<file path="src/rtl/uart_tx_arbiter.sv">
// uart_tx_arbiter: shares one uart_tx among NREQ byte streams, round-robin per message,
// paced against tx_busy, with a mid-message gap timeout that revokes a stalled grant.
module uart_tx_arbiter #(
  parameter int NREQ        = 4,
  parameter int GAP_TIMEOUT = 1024,
  parameter int IDXW        = $clog2(NREQ)
) (
  input  logic              clk,
  input  logic              nrst,
  input  logic [NREQ-1:0]   req_valid,
  input  logic [8*NREQ-1:0] req_data,
  input  logic [NREQ-1:0]   req_last,
  output logic [NREQ-1:0]   req_ready,
  output logic [7:0]        tx_data,
  output logic              tx_start,
  input  logic              tx_busy,
  output logic              grant_valid,
  output logic [IDXW-1:0]   grant_idx,
  output logic              msg_abort
);
  typedef enum logic [1:0] {IDLE, LOAD, HOLD} state_t;
  state_t state, state_nxt;
  logic [IDXW-1:0] ptr, pick, cand;
  logic [15:0] gap;
  logic last_q, any, fire, tout;

  always_ff @(posedge clk) begin
    if (!nrst) begin
      state       <= IDLE;
      grant_valid <= 1'b0;
      grant_idx   <= '0;
      msg_abort   <= 1'b0;
      ptr         <= IDXW'(NREQ - 1);
      gap         <= '0;
      last_q      <= 1'b0;
    end else begin
      state     <= state_nxt;
      msg_abort <= tout;
      if (state == IDLE && any) begin
        grant_idx   <= pick;
        grant_valid <= 1'b1;
      end
      if (tout || (state == HOLD && last_q)) begin
        ptr         <= grant_idx;
        grant_valid <= 1'b0;
      end
      // only a missing byte counts as a gap; a busy UART holds the count
      gap <= (state != LOAD || fire) ? '0 : gap + 16'(!req_valid[grant_idx]);
      if (fire) last_q <= req_last[grant_idx];
    end
  end

  always_comb begin
    pick = '0;
    cand = '0;
    any  = 1'b0;
    for (int k = NREQ; k >= 1; k--) begin
      cand = IDXW'((int'(ptr) + k) % NREQ);
      if (req_valid[cand]) begin
        pick = cand;
        any  = 1'b1;
      end
    end
    tout = state == LOAD && !req_valid[grant_idx] && GAP_TIMEOUT != 0 && gap == 16'(GAP_TIMEOUT - 1);
    state_nxt = state;
    case (state)
      IDLE:    if (any) state_nxt = LOAD;
      LOAD:    if (fire) state_nxt = HOLD; else if (tout) state_nxt = IDLE;
      HOLD:    state_nxt = last_q ? IDLE : LOAD;
      default: state_nxt = IDLE;
    endcase
  end

  always_comb begin
    fire      = state == LOAD && req_valid[grant_idx] && !tx_busy;
    tx_start  = fire;
    tx_data   = fire ? req_data[{grant_idx, 3'b000} +: 8] : 8'd0;
    req_ready = fire ? NREQ'(1) << grant_idx : '0;
  end
endmodule

</file>
<file path="config.mk">
export PLATFORM = sky130hd
export DESIGN_NAME = uart_tx_arbiter
export DESIGN_NICKNAME = d
export VERILOG_FILES = /design/src/rtl/uart_tx_arbiter.sv
export SDC_FILE = /design/constraint.sdc
export NUM_CORES = 1
export LEC_CHECK = 0
export BUFFER_PORTS_ARGS = -buffer_cell sky130_fd_sc_hd__buf_4
export CAP_MARGIN = 20
export CORE_MARGIN = 5
export CORE_UTILIZATION = 45
export DETAILED_ROUTE_END_ITERATION = 8
export PLACE_DENSITY = 0.81
export SETUP_SLACK_MARGIN = 0.05
export SLEW_MARGIN = 5
export SYNTH_ARGS = -nofsm -noshare
export SYNTH_HDL_FRONTEND = slang
export SYNTH_SLANG_ARGS = --single-unit
</file>
<file path="constraint.sdc">
create_clock -name clk -period 3.25 [get_ports clk]
set_input_delay 0.65 -clock clk [delete_from_list [all_inputs] [get_ports clk]]
set_output_delay 0.65 -clock clk [all_outputs]
set_load 0.05 [all_outputs]
</file>
# [Word level (Yosys, flattened, before mapping)]
# Index checks and enable logic that the tools add are counted.
# W data, S select, Z words.
[classes] n_div=0 n_mux=27 mul=0 n_lt_le_gt_ge=5 n_reduce_logical=14 n_shift=2 bitwise_logic=1 eq_ne=6 add_sub_neg=5
[ops] op="$shiftx A32 B6 Y8" count=1
[ops] op="$add A16 B1 Y16" count=1
[ops] op="$eq A16 B10 Y1 const B" count=1
[ops] op="$lt A2 B3 Y1 const B" count=5
[ops] op="$mux W2" count=7
[ops] op="$bmux W1 S2" count=6
[ops] op="$mux W1" count=11
[ops] op="$mux W8" count=1
[ops] op="$logic_and A1 B1 Y1" count=6
[ops] op="$pmux W2 S3" count=1
[ops] op="$add A2 B1 Y2 const B" count=2
[ops] op="$add A2 B2 Y2 const B" count=2
[ops] op="$mux W4" count=1
[ops] op="$reduce_or A2 Y1" count=2
[ops] op="$shl A1 B2 Y4 const A" count=1
[ops] op="$ne A3 B3 Y1 const B" count=1
[ops] op="$eq A2 B1 Y1 const B" count=1
[ops] op="$eq A2 B2 Y1 const B" count=1
[ops] op="$logic_not A1 Y1" count=2
[ops] op="$logic_not A2 Y1" count=1
[ops] op="$logic_or A1 B1 Y1" count=2
[ops] op="$ne A2 B1 Y1 const B" count=1
[ops] op="$ne A2 B2 Y1 const B" count=1
[ops] op="$reduce_and A2 Y1" count=1
[ops] op="$not A1 Y1" count=1
[totals] register_bits=25 mem_bits_rw=0 latch_bits=0 wordCells=67 mem_count=0 in_bits=43 romBits=0

# [Longest topological paths before layout]
[logic_depth] depth_word=9 ltp_mapped=9 depth_no_buf=8

# [Worst setup path after synthesis]
# Ideal clock, no wire load.
[synth_timing] path_kind="register to output" start="register grant_idx[0]" end="output req_ready[0]" t_arrival_ns=2.572 setup_slack_ns=0.028 n_path_buf=2 t_required_ns=2.600 stages_incl_launch_ff=6 cell_sequence="dfxtp_1 > buf_2 > mux4_2 > nand3b_1 > buf_2 > nor3_1"
[synth_between] elab_chain_cells=5 elab_cells_between_ends=6
[synth_lines] item="start: declaration" line="18" rtl="output logic [IDXW-1:0] grant_idx,"
[synth_lines] item="start signal: assignment" line="40" rtl="grant_idx <= pick;"
[synth_lines] item="$bmux W1 S2" line="75" rtl="fire = state == LOAD && req_valid[grant_idx] && !tx_busy;"
[synth_lines] item="$mux W1 (implied by the code)" line="75"
[synth_lines] item="$logic_and A1 B1 Y1 (2 in a row)" line="75"
[synth_lines] item="$mux W4 *" line="78" rtl="req_ready = fire ? NREQ'(1) << grant_idx : '0;"
[synth_lines] item="end: declaration" line="13" rtl="output logic [NREQ-1:0] req_ready,"
# Mark *: on every way between the ends. The rest lies on a longest branch, timed or not. The select of a mux whose other input is x is not followed.

# [Final worst setup path]
[layout_timing] start="input req_valid[3]" end="output tx_data[0]"
[layout_between] elab_chain_cells=5
[layout_lines] item="start: declaration" line="10" rtl="input logic [NREQ-1:0] req_valid,"
[layout_lines] item="$bmux W1 S2" line="75"
[layout_lines] item="$mux W1 (implied by the code)" line="75"
[layout_lines] item="$logic_and A1 B1 Y1 (2 in a row)" line="75"
[layout_lines] item="$mux W8" line="77" rtl="tx_data = fire ? req_data[{grant_idx, 3'b000} +: 8] : 8'd0;"
[layout_lines] item="end: declaration" line="14" rtl="output logic [7:0] tx_data,"
# No other way between the ends. The select of a mux whose other input is x is not followed.

==> results.yml <==
global_route:
  grt_usage_pct: 17.9
  grt_antenna_before_repair: 0
  grt_pass1_wl_um: 6150
  first_global_vias: 1324
  grt_overflow: 0
  grt_max_degree: 18
place:
  port_buffers: 59
  dp_hpwl_um: 3060
  place_congestion: 0.814
  dp_slack_ns: 0.415
synth:
  ys_types: 36
  yosys.area_share.simple_pct: 27.2
  syn-num-nets: 202
  synthMuxAreaShare_pct: 17.4
  synth_edf_count: 0
  synth_cells: 157
  postSynthAreaPerCell_um2: 9.35
  async_reset_ff_share_pct: 0
  yosys.area_share.xor_xnor_pct: 6.56
  syn-cell-area_um2: 1470
  yosysWarnings: 0
  ys_seq_area_share_pct: 34.1
  synth_fa_ha_area_share_pct: 1.71
  synth-seq-cells: 25
  synth_top_family_by_area: "simple AND/OR/NAND/NOR gates"
  synth_compound_area_share_pct: 8.87
  yosys_most_used_dff: "dfxtp_1"
floorplanning:
  core-area_um2: 3100
  io_pins: 60
  row_count: 20
  start_util_pct: 47.3
  die_w_um: 67.1
  die_area_um2: 4500
  die_y_um: 67.1
worst_hold_path:
  hold_depth: 2
  hold_start: "gap[15]"
  hold_path_class: "flip-flop to flip-flop"
  hold_path_end: "gap[15]"
clocking:
  clk_path_buf_depth: 2
  root_buffer: "clkbuf_4"
  clk_pin_slew_ns: 0.14
  cts_max_level: 1
  clock-sinks: 25
  post-cts-setup-buffers: 0
  cts_buffers: 3
  ctsHoldBuffers: 0
  cts_tree: "done"
  clk_latency_ns: 0.32
  post_cts_resized: 0
sta:
  fin_skew_ns: 0.0150
  timing.final.crit_share_pct: 82.7
  tns_ns: 0
  finalHoldViolCount: 0
  drv_slew: 0
  relSlewSlack_pct: 52.7
  setup-violations-final: 0
  worst_slew_pin_slew_ns: 0.708
  period_minus_slack_ns: 2.69
  layout_setup_ws_ns: 0.561
  rsz0062_at_grt: "false"
  max_freq_mhz: 372
critical_path:
  cp_data_required_time_ns: 2.60
  reg2reg_depth: 8
  cp.arrival_ns: 2.04
  timing.rr.end: "gap[13]"
  critPathLaunchType: "input pin"
  path_max_fanout: 9
  crit_path_end_kind: "output pin"
  r2r-start: "grant_idx[1]"
  crit_type: "input pin to output pin"
  worst-r2r-setup-slack_ns: 0.82
routing:
  drtPass1Iterations: 4
  wl_per_cell_um: 14.6
  ant_nets: 0
  viasPerCell: 5.22
  wirelength_um: 3810
  drtIter0Drc: 45
  routed-via-count: 1362
  drc: 0
cells_and_area:
  fillers: 283
  diodes: 0
  finalCoreUtilization_pct: 64.1
  drive_gt1_share_pct: 37.8
  regArea_um2: 500
  multiInputGateArea_um2: 906
  areaGrowthSynthToFinish_pct: 35.5
  fin_nets: 263
power_and_ir_drop:
  leakagePower_nw: 0.820
  p_total_mw: 0.676
  vdd_ir_drop_max_v: 0.000323
  power_density_nw_per_um2: 340
status:
  run_status: "complete, no violations"
job:
  max-cap-violations: 0
-- synth_stat cells (2+ instances only) --
master     n  share of area [%]
a21oi_1    5                1.7
and2_1     2               0.85
and4_1     4                2.4
buf_2      4                1.4
clkbuf_1   2               0.51
dfxtp_1   25                 34
ha_1       2                1.7
inv_1      9                2.3
mux2i_1    3                2.0
mux4_2    10                 15
nand2_1    9                2.3
nand3_1    3                1.0
nand3b_1   2                1.0
nand4_1    4                1.7
nor2_1    17                4.3
nor2b_1   11                4.7
nor3_1     8                2.7
o21ai_0    5                1.7
o221ai_1   3                1.8
or3_1      4                1.7
xnor2_1    5                3.0
xor2_1     6                3.6
-- critical path, stage by stage --
cell	delay, ns
buf_4	0.13
mux4_2	0.49
nand3b_1	0.27
buf_4	0.24
nor2b_1	0.06
buf_4	0.18
-- report_power, final --
group / total [mW] / internal (mW) / switching, mW
Sequential: 0.323 / 0.316 / 0.00694
Clock: 0.135 / 0.0461 / 0.0888
Combinational: 0.218 / 0.106 / 0.112
Total: 0.676 / 0.468 / 0.208
-- sequential cells by signal, summed over array words and instances, names as in the netlist --
signal       count
ptr              2
grant_idx        2
last_q           1
gap             16
msg_abort        1
grant_valid      1
state            2
-- cell families after synthesis --
family / count (synthesis)
AO/OA/AOI/OAI: 19
adder cells (fa/ha/maj): 2
XOR/XNOR: 11
multiplexers: 13
AND/OR/NAND/NOR: 72
flip-flops: 25
buffers and inverters: 15
-- worst max path at each step --
stage                  from      endpoint  slack [ns]  depth (start not counted)
2_1_floorplan  grant_idx[0]  req_ready[0]        0.03                          5
3_3_place_gp   req_valid[3]       gap[13]        0.47                          8
3_5_place_dp   req_valid[3]       gap[13]        0.42                          8
4_1_cts        req_valid[3]    tx_data[0]        0.55                          6
5_1_grt            state[0]    tx_data[5]        0.44                          5
6_report       req_valid[3]    tx_data[0]        0.56                          6
-- final cells by class --
class	count	area share, %
inverters	9	1.70
multi-input cells	117	45.6
well taps	44	2.77
flip-flops and latches	25	25.2
clock buffers	3	1.13
clock inverters	1	0.252
repair buffers	62	23.4
-- stage by stage --
| stage | cells | hold slack [ns] | cell area, um^2 |
|---|---|---|---|
| floorplan | 157 | 0.453 | 1470 |
| detailed placement | 257 | 0.479 | 1960 |
| global placement | 257 | 0.474 | 1960 |
| finish | 261 | 0.499 | 1990 |
| CTS | 261 | 0.499 | 1990 |
| global route | 261 | 0.562 | 1990 |
-- placed cells by master (no fill, tap or decap), types with 2 or more instances in the layout --
cell type	netlist	routed
nor3_1	8	8
mux4_2	10	10
o221ai_1	3	3
inv_1	9	9
nand3_1	3	3
nand3b_1	2	2
or3_1	4	4
nand4_1	4	4
ha_1	2	2
mux2i_1	3	3
clkbuf_4	0	3
xor2_1	6	6
xnor2_1	5	5
nand2_1	9	9
nor2_1	17	17
and2_1	2	2
nor2b_1	11	11
o21ai_0	5	5
buf_4	0	62
and4_1	4	4
a21oi_1	5	5
dfxtp_1	25	25
-- layer usage --
layer  routed length, um  GRT usage [%]  vias to the layer above  share of wire, %
met2                1900           31.5                       30                50
met4                  31           4.81                        0              0.81
met5                   0              0                        -                 0
met1                1660           22.0                      630                43
li1                    -              -                      698                 -
met3                 228           3.71                        4               6.0
Power figures use the tool's default switching activity.
